===== config.mk =====
export PLATFORM = sky130hd
export DESIGN_NAME = uart_receiver
export DESIGN_NICKNAME = d
export VERILOG_FILES = /design/src/rtl/uart_receiver.sv
export SDC_FILE = /design/constraint.sdc
export NUM_CORES = 1
export LEC_CHECK = 0
export CORE_MARGIN = 3
export CORE_UTILIZATION = 40
export CTS_CLUSTER_SIZE = 25
export DETAILED_ROUTE_END_ITERATION = 10
export PLACE_DENSITY_LB_ADDON = 0.12
export SYNTH_ARGS = -nofsm -noshare
export SYNTH_HDL_FRONTEND = slang
export SYNTH_SLANG_ARGS = --single-unit

===== constraint.sdc =====
create_clock -name clk -period 3.5 [get_ports clk]
set_input_delay 0.7 -clock clk [delete_from_list [all_inputs] [get_ports clk]]
set_output_delay 0.7 -clock clk [all_outputs]
set_load 0.01 [all_outputs]

===== src/rtl/uart_receiver.sv =====
// uart_receiver: 8N1-style UART receive stage.
//
// Oversamples the asynchronous serial line using a sample_tick enable from the
// baud rate generator. The start bit is qualified at mid-bit. Each data bit and
// the stop bit are then sampled one full bit period apart. Each completed frame
// is loaded into a holding register.
//
// Ports:
//   clk            system clock
//   reset          asynchronous active-low reset
//   sample_tick    one-clk enable pulse at OVERSAMPLE x baud
//   RxD            asynchronous serial input, idle high, LSB first
//   rd_ack         one-clk pulse: the bus has read receive_buffer
//   receive_buffer last received data word
//   RDA            receive data available, not yet acknowledged
//   framing_err    stop bit of the last frame was sampled low
//   overrun_err    a frame completed while RDA was still set (sticky until rd_ack)
module uart_receiver #(
    parameter int unsigned DATA_BITS  = 8,
    parameter int unsigned OVERSAMPLE = 16
) (
    input  logic                 clk,
    input  logic                 reset,
    input  logic                 sample_tick,
    input  logic                 RxD,
    input  logic                 rd_ack,
    output logic [DATA_BITS-1:0] receive_buffer,
    output logic                 RDA,
    output logic                 framing_err,
    output logic                 overrun_err
);

    localparam int unsigned TickW = $clog2(OVERSAMPLE);
    localparam int unsigned BitW  = $clog2(DATA_BITS + 1);

    localparam logic [TickW-1:0] HalfLast = TickW'(OVERSAMPLE / 2 - 1);
    localparam logic [TickW-1:0] FullLast = TickW'(OVERSAMPLE - 1);
    localparam logic [BitW-1:0]  LastBit  = BitW'(DATA_BITS - 1);

    typedef enum logic [2:0] {
        StIdle,
        StStart,
        StData,
        StStop,
        StBreak
    } state_e;

    state_e               state;
    logic [TickW-1:0]     tick_cnt;
    logic [BitW-1:0]      bit_cnt;
    logic [DATA_BITS-1:0] shift_reg;
    logic                 rx_meta;
    logic                 rx_s;

    logic tick_last;
    logic stop_done;

    // stop_done marks the cycle whose edge completes a frame. An rd_ack in the
    // same cycle must not clear the status bits that this frame sets.
    always_comb begin
        tick_last = (tick_cnt == FullLast);
        stop_done = sample_tick && (state == StStop) && tick_last;
    end

    always_ff @(posedge clk or negedge reset) begin
        if (!reset) begin
            rx_meta        <= 1'b1;
            rx_s           <= 1'b1;
            state          <= StIdle;
            tick_cnt       <= '0;
            bit_cnt        <= '0;
            shift_reg      <= '0;
            receive_buffer <= '0;
            RDA            <= 1'b0;
            framing_err    <= 1'b0;
            overrun_err    <= 1'b0;
        end else begin
            rx_meta <= RxD;
            rx_s    <= rx_meta;

            if (rd_ack && !stop_done) begin
                RDA         <= 1'b0;
                framing_err <= 1'b0;
                overrun_err <= 1'b0;
            end

            if (sample_tick) begin
                case (state)
                    StIdle: begin
                        if (!rx_s) begin
                            tick_cnt <= '0;
                            state    <= StStart;
                        end
                    end

                    StStart: begin
                        if (tick_cnt == HalfLast) begin
                            if (!rx_s) begin
                                tick_cnt <= '0;
                                bit_cnt  <= '0;
                                state    <= StData;
                            end else begin
                                // Low pulse shorter than half a bit: treat as noise.
                                state <= StIdle;
                            end
                        end else begin
                            tick_cnt <= tick_cnt + 1'b1;
                        end
                    end

                    StData: begin
                        if (tick_last) begin
                            // LSB arrives first, so shift right and fill from the top.
                            shift_reg <= {rx_s, shift_reg[DATA_BITS-1:1]};
                            tick_cnt  <= '0;
                            bit_cnt   <= bit_cnt + 1'b1;
                            if (bit_cnt == LastBit) begin
                                state <= StStop;
                            end
                        end else begin
                            tick_cnt <= tick_cnt + 1'b1;
                        end
                    end

                    StStop: begin
                        if (tick_last) begin
                            receive_buffer <= shift_reg;
                            RDA            <= 1'b1;
                            framing_err    <= ~rx_s;
                            // A simultaneous rd_ack consumed the old word, so no overrun.
                            overrun_err    <= rd_ack ? 1'b0 : (overrun_err | RDA);
                            tick_cnt       <= '0;
                            // A low stop bit may be a break. Wait for the line to go
                            // high so a held-low line does not start another frame.
                            state          <= rx_s ? StIdle : StBreak;
                        end else begin
                            tick_cnt <= tick_cnt + 1'b1;
                        end
                    end

                    StBreak: begin
                        if (rx_s) begin
                            state <= StIdle;
                        end
                    end

                    default: begin
                        state <= StIdle;
                    end
                endcase
            end
        end
    end

endmodule


==> insert_results.sql, run 1 <==
INSERT INTO impl_metrics (metric_group, metric, value, unit) VALUES
('outcome', 'run_status', 'complete, no violations', ''),
('synth', 'post_synth_mux_area_share', '15.42', '%'),
('clock_tree', 'cts_buffers', '5', ''),
('power', 'power.share.switching', '29.45', '%'),
('power', 'share_seq_of_total_power', '50.5', '%'),
('clock_tree', 'htree_num_levels', '2', ''),
('synth', 'synthTopCellsByCount', 'dfrtp_1, mux2_2, a21oi_1, inv_1, mux2_4', ''),
('final_layout', 'n_diodes', '0', ''),
('min_path', 'class_of_the_tightest_hold_or_removal_check', 'register to register', ''),
('placed_design', 'port_buffers', '15', ''),
('clock_tree', 'worstSkewPairLatency', '0.28', 'ns'),
('clock_tree', 'clock_sinks', '32', ''),
('global_route', 'antenna_found_initial', '0', ''),
('timing', 'worst_slew_slack_as_a_fraction_of_its_limit', '73.21', '%'),
('critical_path', 'critPathArrivalTime', '2.28', 'ns'),
('timing', 'achievable-frequency', '473.2', 'MHz'),
('placed_design', 'dp_hpwl', '1831', 'um'),
('final_layout', 'finalNetCount', '146', ''),
('detailed_routing', 'remaining_drc_errors', '0', ''),
('clock_tree', 'post_cts_setup_buffer_count', '0', ''),
('clock_tree', 'tritoncts', 'yes', ''),
('synth', 'yosysMostFrequentCell', 'dfrtp_1', ''),
('final_layout', 'final_cell_count_no_fill', '186', ''),
('power', 'vdd_drop_max', '306.6', 'uV'),
('timing', 'tns', '0', 'ns'),
('timing', 'tightest_slew', '0.4018', 'ns'),
('global_route', 'global_route.overflow_total', '0', ''),
('timing', 'final_hold_vio_count', '0', ''),
('synth', 'ys_seq_area_share', '52.93', '%'),
('critical_path', 'worst_r2r_path_depth', '4', ''),
('synth', 'synth_top_cell_area_share', '49.46', '%'),
('synth', 'ys_seq_elements', '32', ''),
('min_path', 'hold-path-cell-count', '0', ''),
('clock_tree', 'holdBufCountCts', '0', ''),
('synth', 'async_flop_share', '100.0', '%'),
('detailed_routing', 'drt-wirelength-per-cell', '14.53', 'um'),
('power', 'p_total', '0.9478', 'mW'),
('placed_design', 'dp_cells', '178', ''),
('detailed_routing', 'dr_total_vias', '970', ''),
('die', 'floorplan.die.height', '67.60', 'um'),
('power', 'power.net_switching', '0.2791', 'mW'),
('timing', 'report.final.setup_viol', '0', ''),
('power', 'internal_power', '0.6687', 'mW'),
('die', 'start_util', '43.43', '%'),
('synth', 'synth_fp_nets', '127', ''),
('detailed_routing', 'vias_per_cell', '5.215', ''),
('synth', 'ys_warn_count', '0', ''),
('power', 'p_leak', '0.8089', 'nW'),
('final_layout', 'area_delta_synth_final', '17.64', '%'),
('critical_path', 'crit_path_max_fanout', '12', ''),
('power', 'powerDensity', '530.8', 'nW/um2'),
('synth', 'synth_compound_gate_area_share', '11.13', '%'),
('synth', 'synthSimpleGateAreaFrac', '14.34', '%'),
('die', 'core_area', '3495', 'um2'),
('critical_path', 'cp-start-kind', 'input pin', ''),
('global_route', 'grt.total_usage', '14.70', '%'),
('global_route', 'vias_in_the_first_global_route', '1024', ''),
('global_route', 'largest_net_degree_at_the_start_of_global_routing', '33', ''),
('synth', 'synth-xor-area-share', '0.5771', '%'),
('detailed_routing', 'detail_route.first_pass.iterations', '4', ''),
('global_route', 'grt_pass1_wl', '4885', 'um'),
('clock_tree', 'clock_tree.buffer_depth', '2', ''),
('synth', 'leading_post_synthesis_cells_by_cell_area', 'dfrtp_1, mux2_2, mux2_4', ''),
('timing', 'period_share', '60.38', '%'),
('final_layout', 'final-seq-area', '803.3', 'um2'),
('synth', 'total_standard_cell_area_after_synthesis', '1518', 'um2'),
('final_layout', 'layout.filler_cells', '315', ''),
('final_layout', 'multi_input_area', '654.4', 'um2'),
('die', 'die_w', '67.60', 'um'),
('die', 'floorplan.die_area', '4569', 'um2'),
('detailed_routing', 'drt_total_wl', '2703', 'um');
[final timing paths]
kind	slack, ns	from	to
worst max-delay path	1.39	sample_tick	receive_buffer[6]
worst min-delay path	0.36	rx_meta	rx_s
worst max register to register	1.72	tick_cnt[0]	receive_buffer[6]
worst min register to register	0.36	rx_meta	rx_s
max in group asynchronous	2.35	reset	rx_s
min in group asynchronous	0.81	reset	receive_buffer[1]
[critical path: stages]
cell	delay (ns)
clkdlybuf4s50_1	0.61
nor2b_1	0.26
and3_4	0.35
mux2_2	0.36
[metrics by stage]
step	cell area, um2	util, %	setup WS, ns
2_1_floorplan	1518	-	1.863
3_3_place_gp	1695	48.51	1.180
3_5_place_dp	1695	48.51	1.128
4_1_cts	1785	51.09	1.412
5_1_grt	1785	51.09	1.320
6_report	1785	51.09	1.387
[layout by cell type, fill, tap and decap left out, drive strengths merged, types with 2 or more instances in the layout]
master,netlist,final
and3,2,2
nor3,2,2
nand2,5,5
o21ai,4,4
a21o,3,3
nor3b,2,2
nand3,2,2
a21oi,8,8
mux2i,2,2
clkdlybuf4s50,0,15
mux2,17,17
dfrtp,30,30
nor2,4,4
nand3b,4,4
dfstp,2,2
ha,2,2
clkbuf,0,8
nand2b,2,2
inv,6,6
[layout make-up]
| type | count | area share [%] |
|---|---|---|
| clock buffers | 8 | 5.046 |
| inverters | 6 | 1.261 |
| multi-input cells | 78 | 36.65 |
| flip-flops and latches | 32 | 44.99 |
| well taps | 46 | 3.224 |
| repair buffers | 16 | 8.830 |
[per-layer routing]
layer / share of wire, % / routed length [um] / vias to the layer above / global-route usage (%)
met5: 0 / 0 / - / 0
met2: 43 / 1155 / 26 / 21.51
met1: 50 / 1361 / 463 / 19.45
li1: - / - / 475 / -
met3: 4.7 / 127 / 6 / 4.493
met4: 2.2 / 59 / 0 / 7.595
[power by group through the flow]
| stage | sequential (mW) | combinational (mW) | clock, mW |
|---|---|---|---|
| 6_report | 0.479 | 0.178 | 0.291 |
| 5_1_grt | 0.489 | 0.204 | 0.316 |
| 4_1_cts | 0.477 | 0.179 | 0.299 |
| 3_5_place_dp | 0.484 | 0.178 | 0 |
| 3_3_place_gp | 0.481 | 0.174 | 0 |
| 2_1_floorplan | 0.456 | 0.159 | 0 |
[kinds of logic (layout without fill, tap and decap cells)]
| logic type | after synthesis | after routing |
|---|---|---|
| AOI/OAI and AO/OA | 25 | 25 |
| and+or+nand+nor | 31 | 31 |
| muxes | 19 | 19 |
| buffers and inverters | 10 | 30 |
| xor gates and xnor gates | 1 | 1 |
| DFF | 32 | 32 |
| adders and majority gates | 2 | 2 |
No activity file was read; power rests on OpenSTA's default activity.
==> inputs of run 2 (changes only) <==
==> constraint.sdc (replaced) <==
create_clock -name clk -period 2.1 [get_ports clk]
set_input_delay 0.42 -clock clk [delete_from_list [all_inputs] [get_ports clk]]
set_output_delay 0.42 -clock clk [all_outputs]
set_load 0.01 [all_outputs]
==> run 2 against run 1 <==
Net effect: sequential share of layout area decreased by 0.71 points; non-clock buffer count grew 1; final cell count grew 0.54%; critical path type is now register to register; critical endpoint is now receive_buffer[0]; largest power group unchanged.
==> insert_results.sql, run 2 (synthesis gave the netlist of run 1 again) <==
INSERT INTO impl_metrics (metric_group, metric, value, unit) VALUES
('critical_path', 'critical_path_buf_inv_count', '0', ''),
('detailed_routing', 'remaining_drc_errors', '0', ''),
('critical_path', 'max_stage_delay', '0.38', 'ns'),
('clock_tree', 'holdBufCountCts', '0', ''),
('detailed_routing', 'highest-signal-layer', 'met4', ''),
('detailed_routing', 'met1Wirelength', '1326', 'um'),
('final_layout', 'layout-drive-gt1-share', '24.11', '%'),
('clock_tree', 'post_cts_setup_buffer_count', '0', ''),
('clock_tree', 'cts.clk_slew.worst_paths', '0.06', 'ns'),
('global_route', 'largest_net_degree_at_the_start_of_global_routing', '33', ''),
('timing', 'final_hold_vio_count', '0', ''),
('die', 'core_area', '3495', 'um2'),
('clock_tree', 'htree_num_levels', '2', ''),
('critical_path', 'crit_path_top_delay_cell', 'dfrtp_1', ''),
('final_layout', 'multi_input_area', '654.4', 'um2'),
('critical_path', 'critPathArrivalTime', '1.98', 'ns'),
('detailed_routing', 'dr_total_vias', '999', ''),
('global_route', 'vias_in_the_first_global_route', '985', ''),
('timing', 'fin_hold_ws', '0.3568', 'ns'),
('power', 'vdd_drop_max', '432.4', 'uV'),
('final_layout', 'final_util', '51.92', '%'),
('detailed_routing', 'detail_route.first_pass.iterations', '4', ''),
('outcome', 'run_status', 'complete, no violations', ''),
('clock_tree', 'cts_buffers', '5', ''),
('critical_path', 'ff2ff_setup_slack', '0.28', 'ns'),
('final_layout', 'finalNetCount', '147', ''),
('critical_path', 'cpLargestDelayFamily', 'simple AND/OR/NAND/NOR gates', ''),
('critical_path', 'crit_required', '2.26', 'ns'),
('die', 'rows', '21', ''),
('timing', 'final.min_clock_period', '1.821', 'ns'),
('final_layout', 'mostFrequentLayoutCell', 'dfrtp_1', ''),
('clock_tree', 'worstSkewPairLatency', '0.28', 'ns'),
('global_route', 'grt.total_usage', '14.22', '%'),
('power', 'p_leak', '0.8224', 'nW'),
('timing', 'worst_slew_slack_as_a_fraction_of_its_limit', '74.25', '%'),
('die', 'pin_count', '16', ''),
('final_layout', 'final_cell_count_no_fill', '187', ''),
('die', 'start_util', '43.43', '%'),
('die', 'die_w', '67.60', 'um'),
('critical_path', 'critical_path.startpoint', 'tick_cnt[0]', ''),
('timing', 'grt_setup_unrepaired', 'false', ''),
('critical_path', 'cp-start-kind', 'register', ''),
('critical_path', 'critical_path.endpoint_type', 'register', ''),
('detailed_routing', 'detail-route-antenna-nets', '0', ''),
('job', 'timing.max_cap.violations', '0', ''),
('critical_path', 'setup.worst_path.class', 'register to register', ''),
('final_layout', 'final-seq-area', '803.3', 'um2'),
('timing', 'report.final.slew_viol_count', '0', ''),
('final_layout', 'layout_common_cells', 'dfrtp_1, clkdlybuf4s50_1, mux2_2', ''),
('timing', 'report.final.setup_viol', '0', ''),
('detailed_routing', 'met3_length', '146', 'um'),
('timing', 'tns', '0', 'ns'),
('detailed_routing', 'detail_route.iter0.violations', '52', ''),
('die', 'floorplan.die_area', '4569', 'um2'),
('timing', 'clock_skew', '0.008945', 'ns'),
('clock_tree', 'tritoncts', 'yes', ''),
('timing', 'achievable-frequency', '549.1', 'MHz'),
('clock_tree', 'cts-root-buf', 'clkbuf_8', ''),
('min_path', 'holdCritStartpoint', 'rx_meta', ''),
('timing', 'period_share', '86.72', '%'),
('final_layout', 'layout.filler_cells', '312', ''),
('min_path', 'class_of_the_tightest_hold_or_removal_check', 'register to register', ''),
('placed_design', 'final_replace_weighted_congestion', '0.8720', ''),
('critical_path', 'crit_path_max_fanout', '12', ''),
('placed_design', 'dp_hpwl', '1847', 'um'),
('clock_tree', 'clock_tree.buffer_depth', '2', ''),
('placed_design', 'dp_cells', '179', ''),
('detailed_routing', 'drt_total_wl', '2673', 'um'),
('final_layout', 'area_delta_synth_final', '19.54', '%'),
('power', 'powerDensity', '922.2', 'nW/um2'),
('clock_tree', 'clock_sinks', '32', ''),
('global_route', 'antenna_found_initial', '0', ''),
('global_route', 'grt_pass1_wl', '4733', 'um'),
('timing', 'tightest_slew', '0.3862', 'ns'),
('final_layout', 'n_diodes', '0', ''),
('critical_path', 'path_cells', 'ha_1 -> and4_1 -> and3_4 -> mux2_2', ''),
('critical_path', 'rr_startpoint', 'tick_cnt[0]', ''),
('detailed_routing', 'dr_wl_met2', '1165', 'um'),
('clock_tree', 'post_cts.resized_instances', '0', ''),
('placed_design', 'port_buffers', '15', ''),
('detailed_routing', 'vias_per_cell', '5.342', ''),
('detailed_routing', 'drt-wirelength-per-cell', '14.29', 'um'),
('die', 'floorplan.die.height', '67.60', 'um'),
('global_route', 'global_route.overflow_total', '0', '');
run 2: cell count changes in the layout (fill, tap and decap cells not counted):
cell / previous run / this run
clkinv_2: 0 / 1
clkbuf_8: 6 / 5
buf_4: 1 / 2
bufinv_16: 0 / 1
clkinvlp_4: 0 / 1
clkbuf_1: 2 / 0
run 2: power by group:
part | internal (mW) | switching (mW) | total [mW]
combinational | 0.157 | 0.141 | 0.298
clock | 0.351 | 0.228 | 0.578
sequential | 0.691 | 0.106 | 0.797
run 2: path summary, 6_finish.rpt:
check	end	cells past startpoint
setup / recovery	receive_buffer[0]	4
hold / removal	rx_s	0
setup reg to reg	receive_buffer[0]	4
hold reg to reg	rx_s	0
max in group asynchronous	rx_meta	2
min in group asynchronous	shift_reg[2]	2
run 2: cell type report:
type	instances	area share [%]
clock buffers	5	3.793
repair buffers	17	9.103
well taps	46	3.172
multi-input cells	78	36.07
flip-flops and latches	32	44.28
clock inverters	3	2.345
inverters	6	1.241
run 2: worst reg2reg max path: cells and delay by family, from the launching register on:
family / cells / cell delay (ns)
adder cells (fa/ha/maj): 1 / 0.33
flip-flops: 1 / 0.38
multiplexers: 1 / 0.36
AND/OR/NAND/NOR: 2 / 0.65
run 2: per-layer routing:
metal | track usage [%] | vias up
met5 | 0 | -
li1 | - | 472
met4 | 6.076 | 0
met3 | 5.824 | 4
met1 | 19.25 | 502
met2 | 19.81 | 21
run 2: through the flow:
step	power, mW	area [um2]	setup slack, ns
floorplan	1.025	1518	0.4632
global placement	1.092	1703	0.1299
detailed placement	1.106	1703	0.1005
CTS	1.691	1814	0.2925
global route	1.782	1814	0.2031
finish	1.673	1814	0.2789
